[config.mk]
export PLATFORM = sky130hd
export DESIGN_NAME = alu_button_conditioner_flat
export DESIGN_NICKNAME = d
export VERILOG_FILES = /design/src/rtl/alu_button_conditioner_pkg.sv /design/src/rtl/alu_button_conditioner_if.sv /design/src/rtl/alu_button_conditioner_debounce_channel.sv /design/src/rtl/alu_button_conditioner.sv /design/src/flat_wrapper.sv
export SDC_FILE = /design/constraint.sdc
export NUM_CORES = 1
export LEC_CHECK = 0
export CAP_MARGIN = 10
export CELL_PAD_IN_SITES_DETAIL_PLACEMENT = 1
export CELL_PAD_IN_SITES_GLOBAL_PLACEMENT = 1
export CORE_MARGIN = 10
export CORE_UTILIZATION = 46
export CTS_BUF_LIST = sky130_fd_sc_hd__clkbuf_16
export CTS_CLUSTER_SIZE = 10
export DETAILED_ROUTE_END_ITERATION = 8
export GPL_TIMING_DRIVEN = 1
export PLACE_DENSITY = 0.89
export SYNTH_ARGS = -nofsm -noshare
export SYNTH_HDL_FRONTEND = slang
export SYNTH_HIERARCHICAL = 1
export SYNTH_SLANG_ARGS = --single-unit
[constraint.sdc]
create_clock -name clk -period 2.9 [get_ports clk]
set_input_delay 0.725 -clock clk [delete_from_list [all_inputs] [get_ports clk]]
set_output_delay 0.725 -clock clk [all_outputs]
set_load 0.02 [all_outputs]
[src/rtl/alu_button_conditioner_pkg.sv]
//==============================================================================
// Module : alu_ui_pkg
// Brief  : Shared constants for the ALU front-panel conditioner. It holds the
//          debounce FSM state encoding, the switch-bank field positions and the
//          default debounce length for the 100 MHz board.
// Rev    : 1.0  initial release
//==============================================================================
`default_nettype none
`timescale 1ns/1ps

package alu_ui_pkg;

  typedef logic [1:0] db_state_t;

  // The level-high states are exactly the ones with bit 1 set.
  localparam db_state_t S_LO      = 2'd0;
  localparam db_state_t S_WAIT_HI = 2'd1;
  localparam db_state_t S_HI      = 2'd2;
  localparam db_state_t S_WAIT_LO = 2'd3;

  localparam int SW_W        = 12;
  localparam int SW_OP_MSB   = 11;
  localparam int SW_OP_LSB   = 8;
  localparam int SW_DATA_MSB = 7;
  localparam int SW_DATA_LSB = 0;
  localparam int OP_W        = SW_OP_MSB - SW_OP_LSB + 1;
  localparam int DATA_W      = SW_DATA_MSB - SW_DATA_LSB + 1;

  // 10 ms at 100 MHz.
  localparam int DEBOUNCE_DEFAULT = 1_000_000;

endpackage

`default_nettype wire

[src/rtl/alu_button_conditioner_if.sv]
//==============================================================================
// Module : alu_button_conditioner_if
// Brief  : Bundle connecting the front panel to the ALU through the
//          conditioner.
//          Raw side : btn_action_raw, btn_reset_raw, sw_raw[11:0]
//          ALU side : do_action, alu_reset, op_addr[3:0], data_in[7:0],
//                     btn_level[1:0] = {reset, action}
//          The master modport is the panel/ALU environment. The slave modport
//          is the conditioner.
// Rev    : 1.0  initial release
//==============================================================================
`default_nettype none
`timescale 1ns/1ps

interface alu_button_conditioner_if;
  import alu_ui_pkg::*;

  logic              btn_action_raw;
  logic              btn_reset_raw;
  logic [SW_W-1:0]   sw_raw;
  logic              do_action;
  logic              alu_reset;
  logic [OP_W-1:0]   op_addr;
  logic [DATA_W-1:0] data_in;
  logic [1:0]        btn_level;

  modport master (
    output btn_action_raw, btn_reset_raw, sw_raw,
    input  do_action, alu_reset, op_addr, data_in, btn_level
  );

  modport slave (
    input  btn_action_raw, btn_reset_raw, sw_raw,
    output do_action, alu_reset, op_addr, data_in, btn_level
  );

endinterface

`default_nettype wire

[src/rtl/alu_button_conditioner_debounce_channel.sv]
//==============================================================================
// Module : debounce_channel
// Brief  : Debounces one asynchronous button. It uses a two-flop synchronizer,
//          then a four-state accept FSM with a saturating sample counter.
//          clk, reset_n : clock and asynchronous active-low reset
//          raw          : raw bouncy button input
//          level        : debounced level (registered state bit)
//          rise / fall  : high during the cycle whose closing edge changes level
// Rev    : 1.0  initial release
//==============================================================================
`default_nettype none
`timescale 1ns/1ps

module debounce_channel
  import alu_ui_pkg::*;
#(
  parameter int DEBOUNCE_CYCLES = DEBOUNCE_DEFAULT
) (
  input  logic clk,
  input  logic reset_n,
  input  logic raw,
  output logic level,
  output logic rise,
  output logic fall
);

  localparam int CNT_W = $clog2(DEBOUNCE_CYCLES + 1);
  localparam logic [CNT_W-1:0] CNT_LAST = CNT_W'(DEBOUNCE_CYCLES - 1);
  localparam logic [CNT_W-1:0] CNT_ONE  = CNT_W'(1);

  logic             sync_q1;
  logic             sync_q2;
  db_state_t        state;
  db_state_t        state_nxt;
  logic [CNT_W-1:0] cnt;
  logic [CNT_W-1:0] cnt_nxt;
  logic [CNT_W-1:0] cnt_inc;

  always_ff @(posedge clk or negedge reset_n) begin
    if (!reset_n) begin
      sync_q1 <= 1'b0;
      sync_q2 <= 1'b0;
    end else begin
      sync_q1 <= raw;
      sync_q2 <= sync_q1;
    end
  end

  always_ff @(posedge clk or negedge reset_n) begin
    if (!reset_n) begin
      state <= S_LO;
      cnt   <= '0;
    end else begin
      state <= state_nxt;
      cnt   <= cnt_nxt;
    end
  end

  // The counter holds at its terminal value and never wraps.
  assign cnt_inc = (cnt == CNT_LAST) ? cnt : cnt + CNT_ONE;

  always_comb begin
    state_nxt = state;
    cnt_nxt   = cnt;
    case (state)
      S_LO: begin
        if (sync_q2) begin
          state_nxt = S_WAIT_HI;
          cnt_nxt   = CNT_ONE;
        end else begin
          cnt_nxt   = '0;
        end
      end
      S_WAIT_HI: begin
        if (!sync_q2) begin
          state_nxt = S_LO;
          cnt_nxt   = '0;
        end else if (cnt == CNT_LAST) begin
          state_nxt = S_HI;
          cnt_nxt   = '0;
        end else begin
          cnt_nxt   = cnt_inc;
        end
      end
      S_HI: begin
        if (!sync_q2) begin
          state_nxt = S_WAIT_LO;
          cnt_nxt   = CNT_ONE;
        end else begin
          cnt_nxt   = '0;
        end
      end
      S_WAIT_LO: begin
        if (sync_q2) begin
          state_nxt = S_HI;
          cnt_nxt   = '0;
        end else if (cnt == CNT_LAST) begin
          state_nxt = S_LO;
          cnt_nxt   = '0;
        end else begin
          cnt_nxt   = cnt_inc;
        end
      end
      default: begin
        state_nxt = S_LO;
        cnt_nxt   = '0;
      end
    endcase
  end

  always_comb begin
    level = state[1];
    rise  = (state == S_WAIT_HI) && sync_q2  && (cnt == CNT_LAST);
    fall  = (state == S_WAIT_LO) && !sync_q2 && (cnt == CNT_LAST);
  end

endmodule

`default_nettype wire

[src/rtl/alu_button_conditioner.sv]
//==============================================================================
// Module : alu_button_conditioner
// Brief  : Front-panel input stage for the ALU. It debounces BtnC (action) and
//          BtnU (reset), synchronizes the switches and captures the
//          opcode/data on an accepted press. It then issues a one-cycle
//          do_action strobe one clock after the capture.
//          clk, reset_n : clock and asynchronous active-low reset
//          bus (slave)  : raw panel inputs in; do_action, alu_reset, op_addr,
//                         data_in and btn_level out
// Rev    : 1.0  initial release
//==============================================================================
`default_nettype none
`timescale 1ns/1ps

module alu_button_conditioner
  import alu_ui_pkg::*;
#(
  parameter int DEBOUNCE_CYCLES = DEBOUNCE_DEFAULT
) (
  input  logic                     clk,
  input  logic                     reset_n,
  alu_button_conditioner_if.slave  bus
);

  logic              action_level;
  logic              action_rise;
  logic              action_fall;
  logic              reset_level;
  logic              reset_rise;
  logic              reset_fall;
  logic              unused_falls;
  logic              accept;
  logic              action_pend;
  logic              do_action_q;
  logic [SW_W-1:0]   sw_q1;
  logic [SW_W-1:0]   sw_q2;
  logic [OP_W-1:0]   op_addr_q;
  logic [DATA_W-1:0] data_in_q;

  debounce_channel #(.DEBOUNCE_CYCLES(DEBOUNCE_CYCLES)) u_action (
    .clk     (clk),
    .reset_n (reset_n),
    .raw     (bus.btn_action_raw),
    .level   (action_level),
    .rise    (action_rise),
    .fall    (action_fall)
  );

  debounce_channel #(.DEBOUNCE_CYCLES(DEBOUNCE_CYCLES)) u_reset (
    .clk     (clk),
    .reset_n (reset_n),
    .raw     (bus.btn_reset_raw),
    .level   (reset_level),
    .rise    (reset_rise),
    .fall    (reset_fall)
  );

  assign unused_falls = action_fall ^ reset_fall;

  always_ff @(posedge clk or negedge reset_n) begin
    if (!reset_n) begin
      sw_q1 <= '0;
      sw_q2 <= '0;
    end else begin
      sw_q1 <= bus.sw_raw;
      sw_q2 <= sw_q1;
    end
  end

  // A reset level, or a reset accepted on the same edge, suppresses the press.
  assign accept = action_rise && !reset_level && !reset_rise;

  // The operands land on the accept edge, and do_action follows one edge later.
  // This keeps the ALU inputs settled before the strobe. An async reset
  // between the two edges clears action_pend, which drops the strobe.
  always_ff @(posedge clk or negedge reset_n) begin
    if (!reset_n) begin
      op_addr_q   <= '0;
      data_in_q   <= '0;
      action_pend <= 1'b0;
      do_action_q <= 1'b0;
    end else begin
      if (accept) begin
        op_addr_q <= sw_q2[SW_OP_MSB:SW_OP_LSB];
        data_in_q <= sw_q2[SW_DATA_MSB:SW_DATA_LSB];
      end
      action_pend <= accept;
      do_action_q <= action_pend;
    end
  end

  assign bus.do_action = do_action_q;
  assign bus.alu_reset = reset_level;
  assign bus.op_addr   = op_addr_q;
  assign bus.data_in   = data_in_q;
  assign bus.btn_level = {reset_level, action_level};

endmodule

`default_nettype wire

[src/flat_wrapper.sv]
// flat-port wrapper written by rule: the top's interface ports become plain ports
module alu_button_conditioner_flat import alu_ui_pkg::*;
#(
  parameter int DEBOUNCE_CYCLES = DEBOUNCE_DEFAULT
)
  (clk, reset_n, bus_btn_action_raw, bus_btn_reset_raw, bus_sw_raw, bus_do_action, bus_alu_reset, bus_op_addr, bus_data_in, bus_btn_level);
  alu_button_conditioner_if bus_i ();
  input  logic clk;
  input  logic reset_n;
  input wire logic [$bits(bus_i.btn_action_raw)-1:0] bus_btn_action_raw;
  input wire logic [$bits(bus_i.btn_reset_raw)-1:0] bus_btn_reset_raw;
  input wire logic [$bits(bus_i.sw_raw)-1:0] bus_sw_raw;
  output wire logic [$bits(bus_i.do_action)-1:0] bus_do_action;
  output wire logic [$bits(bus_i.alu_reset)-1:0] bus_alu_reset;
  output wire logic [$bits(bus_i.op_addr)-1:0] bus_op_addr;
  output wire logic [$bits(bus_i.data_in)-1:0] bus_data_in;
  output wire logic [$bits(bus_i.btn_level)-1:0] bus_btn_level;
  assign bus_i.btn_action_raw = bus_btn_action_raw;
  assign bus_i.btn_reset_raw = bus_btn_reset_raw;
  assign bus_i.sw_raw = bus_sw_raw;
  assign bus_do_action = bus_i.do_action;
  assign bus_alu_reset = bus_i.alu_reset;
  assign bus_op_addr = bus_i.op_addr;
  assign bus_data_in = bus_i.data_in;
  assign bus_btn_level = bus_i.btn_level;
  alu_button_conditioner #(.DEBOUNCE_CYCLES(DEBOUNCE_CYCLES)) u_core (.clk(clk), .reset_n(reset_n), .bus(bus_i));
endmodule
* Yosys cells after proc, flatten, opt, wreduce, memory -nomap -nowiden *
Cells that the tools add are included.

word-level totals
  output and inout port bits = 16
  input port bits = 16
  flip-flop bits (word level) = 86
  logic and storage cells = 70

operators by class
  reductions and logical operators = 12
  add/subtract/negate cells = 2
  equal/unequal tests = 16
  mux-type cells = 26

operator list
  operator                                        number
  case mux 20 bit (4 select lines)                2
  two-way mux 20 bit                              6
  adder 20 x 1 -> 20 bit (second input constant)  2
  == test 20 bit (second input constant)          2
  two-way mux 2 bit                               12
  case mux 2 bit (4 select lines)                 2
  != test 3 bit (second input constant)           4
  == test 2 bit (second input constant)           4
  != test 2 bit (second input constant)           4
  AND reduction 4 bit                             2
  logical AND 1 bit                               6
  == test 2 x 1 -> 1 bit (second input constant)  2
  logical NOT 2 bit                               2
  two-way mux 1 bit                               4
  logical NOT 1 bit                               2

* Logic depth before layout (Yosys ltp) *
  word-level depth = 5
  mapped depth = 9
  gate-level depth less buffers = 7

* By module *
Netlist, hierarchy kept.

by module, submodules not included
  module                  cells each  times used  seq. area each (sq um)  area an instance (sq um)
  debounce_channel        114         2           600.6                   1,158.6
  alu_button_conditioner  54          1           950.9                   1,131.1

* Least setup slack after synthesis *
No wires, ideal clock.

  path type = flip-flop to flip-flop
  start = register u_core.u_action.cnt[6]
  end = register u_core.data_in_q[0], in the netlist u_core/bus.data_in[0]
  clock period less this slack = 2,555 ps
  path slack = 345 ps
  required time = 2,775 ps
  arrival = 2,430 ps
  library setup time = 125 ps
  buffers on the path = 1
  stages on the path, launching flop included = 8
  cell sequence = dfrtp_1 or4_1 nor4_1 nor3b_2 and3b_1 nor3b_4 buf_6 mux2_2

on the way
  word-level cells in the longest chain between the ends = 4

RTL lines
  item                             RTL line                                        RTL
  from (decl)                      alu_button_conditioner_debounce_channel.sv:35   logic [CNT_W-1:0] cnt;
  from (signal assigned)           alu_button_conditioner_debounce_channel.sv:55   cnt <= cnt_nxt;
  == test 20 bit                   n/a
  logical AND 1 bit                alu_button_conditioner_debounce_channel.sv:113  rise = (state == S_WAIT_HI) && sync_q2 && (cnt == CNT_LAST);
  via u_core.action_rise           alu_button_conditioner.sv:26                    logic action_rise;
  logical AND 1 bit (2 in series)  alu_button_conditioner.sv:71                    assign accept = action_rise && !reset_level && !reset_rise;
  via u_core.accept                alu_button_conditioner.sv:32                    logic accept;
  to (signal assigned)             alu_button_conditioner.sv:85                    data_in_q <= sw_q2[SW_DATA_MSB:SW_DATA_LSB];
  to (decl)                        alu_button_conditioner.sv:38                    logic [DATA_W-1:0] data_in_q;

The timed path passes the listed nets, and every way through them passes these cells.
A chain may end at the register's enable or synchronous reset.

* Final worst setup path *
  start = register u_core.u_action.cnt[6]
  end = register u_core.data_in_q[0], in the netlist u_core/bus.data_in[0]

on the way
  word-level cells in the longest chain between the ends = 4

RTL lines
  item                             RTL line
  == test 20 bit                   n/a
  logical AND 1 bit                alu_button_conditioner_debounce_channel.sv:113
  via u_core.action_rise           alu_button_conditioner.sv:26
  logical AND 1 bit (2 in series)  alu_button_conditioner.sv:71

The timed path passes the listed nets, and every way through them passes these cells.

==> flow_summary.rst <==
.. list-table::
   :header-rows: 1

   * - Metric
     - Value
   * - Area growth from synthesis to final layout
     - 22.5%
   * - Worst min path class
     - in -> async
   * - Post-synthesis cell area
     - 3430 sq um
   * - Multi-input gate area in the final layout
     - 1190 sq um
   * - Fin area
     - 4200 sq um
   * - Core Rows
     - 31
   * - Synthesized Nets
     - 298
   * - Detailed-route wire length
     - 8740 um
   * - R2R Path Start
     - u_core/u_action/cnt[6]
   * - Total half-perimeter wirelength after legalization and detailed placement
     - 5550 um
   * - Initial cell density of the core
     - 47.3%
   * - Type of element launching the critical path
     - flop
   * - Total number of vias
     - 2,373
   * - Count of fill cells added during filler insertion
     - 753
   * - Worst R2R Path Depth
     - 7
   * - Max-cap check violation count
     - 0
   * - Endpoint arrival time on the critical path
     - 3.05 ns
   * - Final Critical Period
     - 2.83 ns
   * - Chip width
     - 106 um
   * - Number of port buffers
     - 31
   * - Total power divided by cell area
     - 613 nW/um^2
   * - Actual slew at the worst max-slew pin
     - 0.480 ns
   * - Clock latency reported for the late side of the worst-skew pair
     - 0.34 ns
   * - Post-route setup TNS
     - 0 ns
   * - Total number of yosys warnings
     - 6
   * - Number of remaining DRC errors
     - 0
   * - Via count of the first global-routing pass
     - 2,642
   * - Max-slew violation total from the final report
     - 0
   * - Wire length of the first global-routing pass
     - 14,100 um
   * - Core area
     - 7250 sq um
   * - Overall fraction of global-route tracks in use
     - 16.0%
   * - Initial antenna violation count
     - 0
   * - GR Util met3
     - 4.53%
   * - Final core utilization
     - 58.0%
   * - Logic gate share of total power
     - 2.8%
   * - Die Y
     - 106 um
   * - Clock transition at path regs
     - 0.07 ns
   * - Net count reported at finish
     - 335
   * - Maximum fanout along the worst path
     - 13
   * - Count of mapped cells out of synthesis
     - 280
   * - Register share of total power
     - 48.0%
   * - Clk Tree Root Cell
     - sky130_fd_sc_hd__clkbuf_16
   * - Final Hold Viols
     - 0
   * - Most heavily used metal layer in global routing
     - met2
   * - Place WS
     - -0.00298 ns
   * - Clock tree from TritonCTS
     - built
   * - Met1 capacity usage during global routing
     - 16.3%
   * - Number of detailed-routing iterations run before antenna repair
     - 4
   * - P_int
     - 0.00202 W
   * - Total power consumption of the routed design
     - 0.00258 W
   * - Total setup violations reported at the end of the flow
     - 0
   * - Timing endpoint of the critical path
     - u_core/bus.data_in[0]
   * - Achievable clock frequency
     - 354 MHz
   * - Detailed router's first-iteration violation count
     - 114
   * - Worst reg2reg setup slack
     - 0.07 ns
   * - Antenna diode count
     - 0
   * - Final routed wire length divided by cell count
     - 20.8 um
   * - Placed Instance Area
     - 3840 sq um
   * - Mean number of vias per cell
     - 5.64
   * - Critical path type
     - reg -> reg
   * - Largest vdd supply drop
     - 0.272 mV
   * - RD Place Congestion
     - 0.763
   * - Critical Path Source
     - u_core/u_action/cnt[6]
   * - Headroom to the max-slew limit
     - 68.0%
   * - Max Root-Sink Buffers
     - 2
   * - Die area
     - 11,300 sq um
   * - Global-route met2 utilization
     - 28.9%
   * - Endpoint required time on the critical path
     - 3.12 ns
   * - Static Leakage
     - 1.74 nW
   * - Crit path capture type
     - flop
   * - Average instance area after synthesis
     - 12.3 sq um
   * - Final cycle utilization of the critical path
     - 97.5%
   * - Critical R2R Capture
     - u_core/bus.data_in[0]
   * - Sequential cell area
     - 2150 sq um
   * - Maximum number of pins on one net before global-route repair
     - 52
   * - Power dissipated by switching net loads
     - 0.000559 W
   * - Proportion of power drawn by the clock network
     - 49.1%
   * - PnR worst setup slack
     - 0.0716 ns
   * - Count of nets left with antenna violations after detail routing
     - 0
   * - Number of CTS-inserted buffers
     - 9
   * - Result of the run
     - completed
   * - Share of layout cells above drive strength 1
     - 12.7%
   * - Final Skew
     - 0.00780 ns
   * - Deepest level of the CTS H-tree
     - 3
   * - Net Sw Frac
     - 21.7%
   * - I/O pins
     - 32
   * - Remaining global-route overflow
     - 0
   * - Clk sink count
     - 86
## sequential cells by signal (all words and copies together), names as in the netlist, named ones only
| register | cells |
|---|---|
| u_core/u_action/cnt | 20 |
| u_core/u_reset/cnt | 20 |
| u_core/sw_q1 | 12 |
| u_core/sw_q2 | 12 |
| u_core/bus.data_in | 8 |
| u_core/bus.op_addr | 4 |
| u_core/action_pend | 1 |
| u_core/bus.do_action | 1 |
| u_core/u_action/state | 1 |
| u_core/u_action/sync_q1 | 1 |
| u_core/u_action/sync_q2 | 1 |
| u_core/u_reset/state | 1 |
| u_core/u_reset/sync_q1 | 1 |
| u_core/u_reset/sync_q2 | 1 |
## timing repair
| action | 4_1_cts | 5_1_grt |
|---|---|---|
| hold buffers | 0 | 0 |
| cloned | 0 | 0 |
| setup endpoints to repair | 12 | 12 |
| buffers inserted | 0 | 1 |
| resized for setup | 1 | 3 |
## through the flow
stage | hold WS, ns | cells
2_1_floorplan | 0.331 | 280
3_3_place_gp | 0.333 | 404
3_5_place_dp | 0.338 | 404
4_1_cts | 0.356 | 420
5_1_grt | 0.362 | 421
6_report | 0.348 | 421
## placed cells by master (no fill, tap or decap), drive strengths merged, types with 6 or more instances in the layout
master and instances:
a21oi 14, and4 6, buf 7, clkbuf 9, clkdlybuf4s50 30, dfrtp 86, inv 13, mux2 14
nand2 12, nand3 12, nand4 8, nor2 28, o21ai 8, o31ai 6, or3 8, or4 10
xnor2 12, xor2 12
## routing by layer
metal  vias up  share of wire, %  routed length (um)
met3        21               3.8                 329
met2        56                55                4820
met4         0               3.1                 274
met5         -                 0                   0
met1      1238                38                3320
li1       1058                 -                   -
## final cells by class
class | count | share of cell area [%]
clock buffers | 9 | 5.36
clock inverters | 7 | 2.44
inverters | 10 | 0.893
multi-input cells | 173 | 28.4
flip-flops and latches | 86 | 51.2
well taps | 99 | 2.95
repair buffers | 37 | 8.78
## worst max-delay path, cell delays in order, from the launching register on
cell                      delay [ns]
sky130_fd_sc_hd__dfrtp_1        0.44
sky130_fd_sc_hd__or4_1          0.62
sky130_fd_sc_hd__nor4_4         0.36
sky130_fd_sc_hd__nor3b_4        0.30
sky130_fd_sc_hd__and3b_1        0.21
sky130_fd_sc_hd__nor3b_4        0.21
sky130_fd_sc_hd__buf_6          0.20
sky130_fd_sc_hd__mux2_2         0.37
## power by group through the flow
| stage | logic [W] | registers (W) | clock network (W) |
|---|---|---|---|
| after floorplan | 0.0000198 | 0.00125 | 0 |
| after global placement | 0.0000706 | 0.00126 | 0 |
| after detailed placement | 0.0000725 | 0.00126 | 0 |
| after CTS | 0.0000746 | 0.00124 | 0.00129 |
| after global routing | 0.0000817 | 0.00124 | 0.00135 |
| final | 0.0000725 | 0.00124 | 0.00127 |
## how the worst min path moves through the flow
stage | startpoint | end | slack (ns) | cells past startpoint
floorplan | u_core/action_pend | u_core/bus.do_action | 0.33 | 0
global placement | u_core/sw_q1[3] | u_core/sw_q2[3] | 0.33 | 0
detailed placement | u_core/sw_q1[6] | u_core/sw_q2[6] | 0.34 | 0
CTS | reset_n | u_core/u_reset/cnt[15] | 0.36 | 1
global route | u_core/sw_q1[5] | u_core/sw_q2[5] | 0.36 | 0
finish | reset_n | u_core/u_reset/cnt[14] | 0.35 | 1
Note: power is estimated with default switching activity, not from simulation.
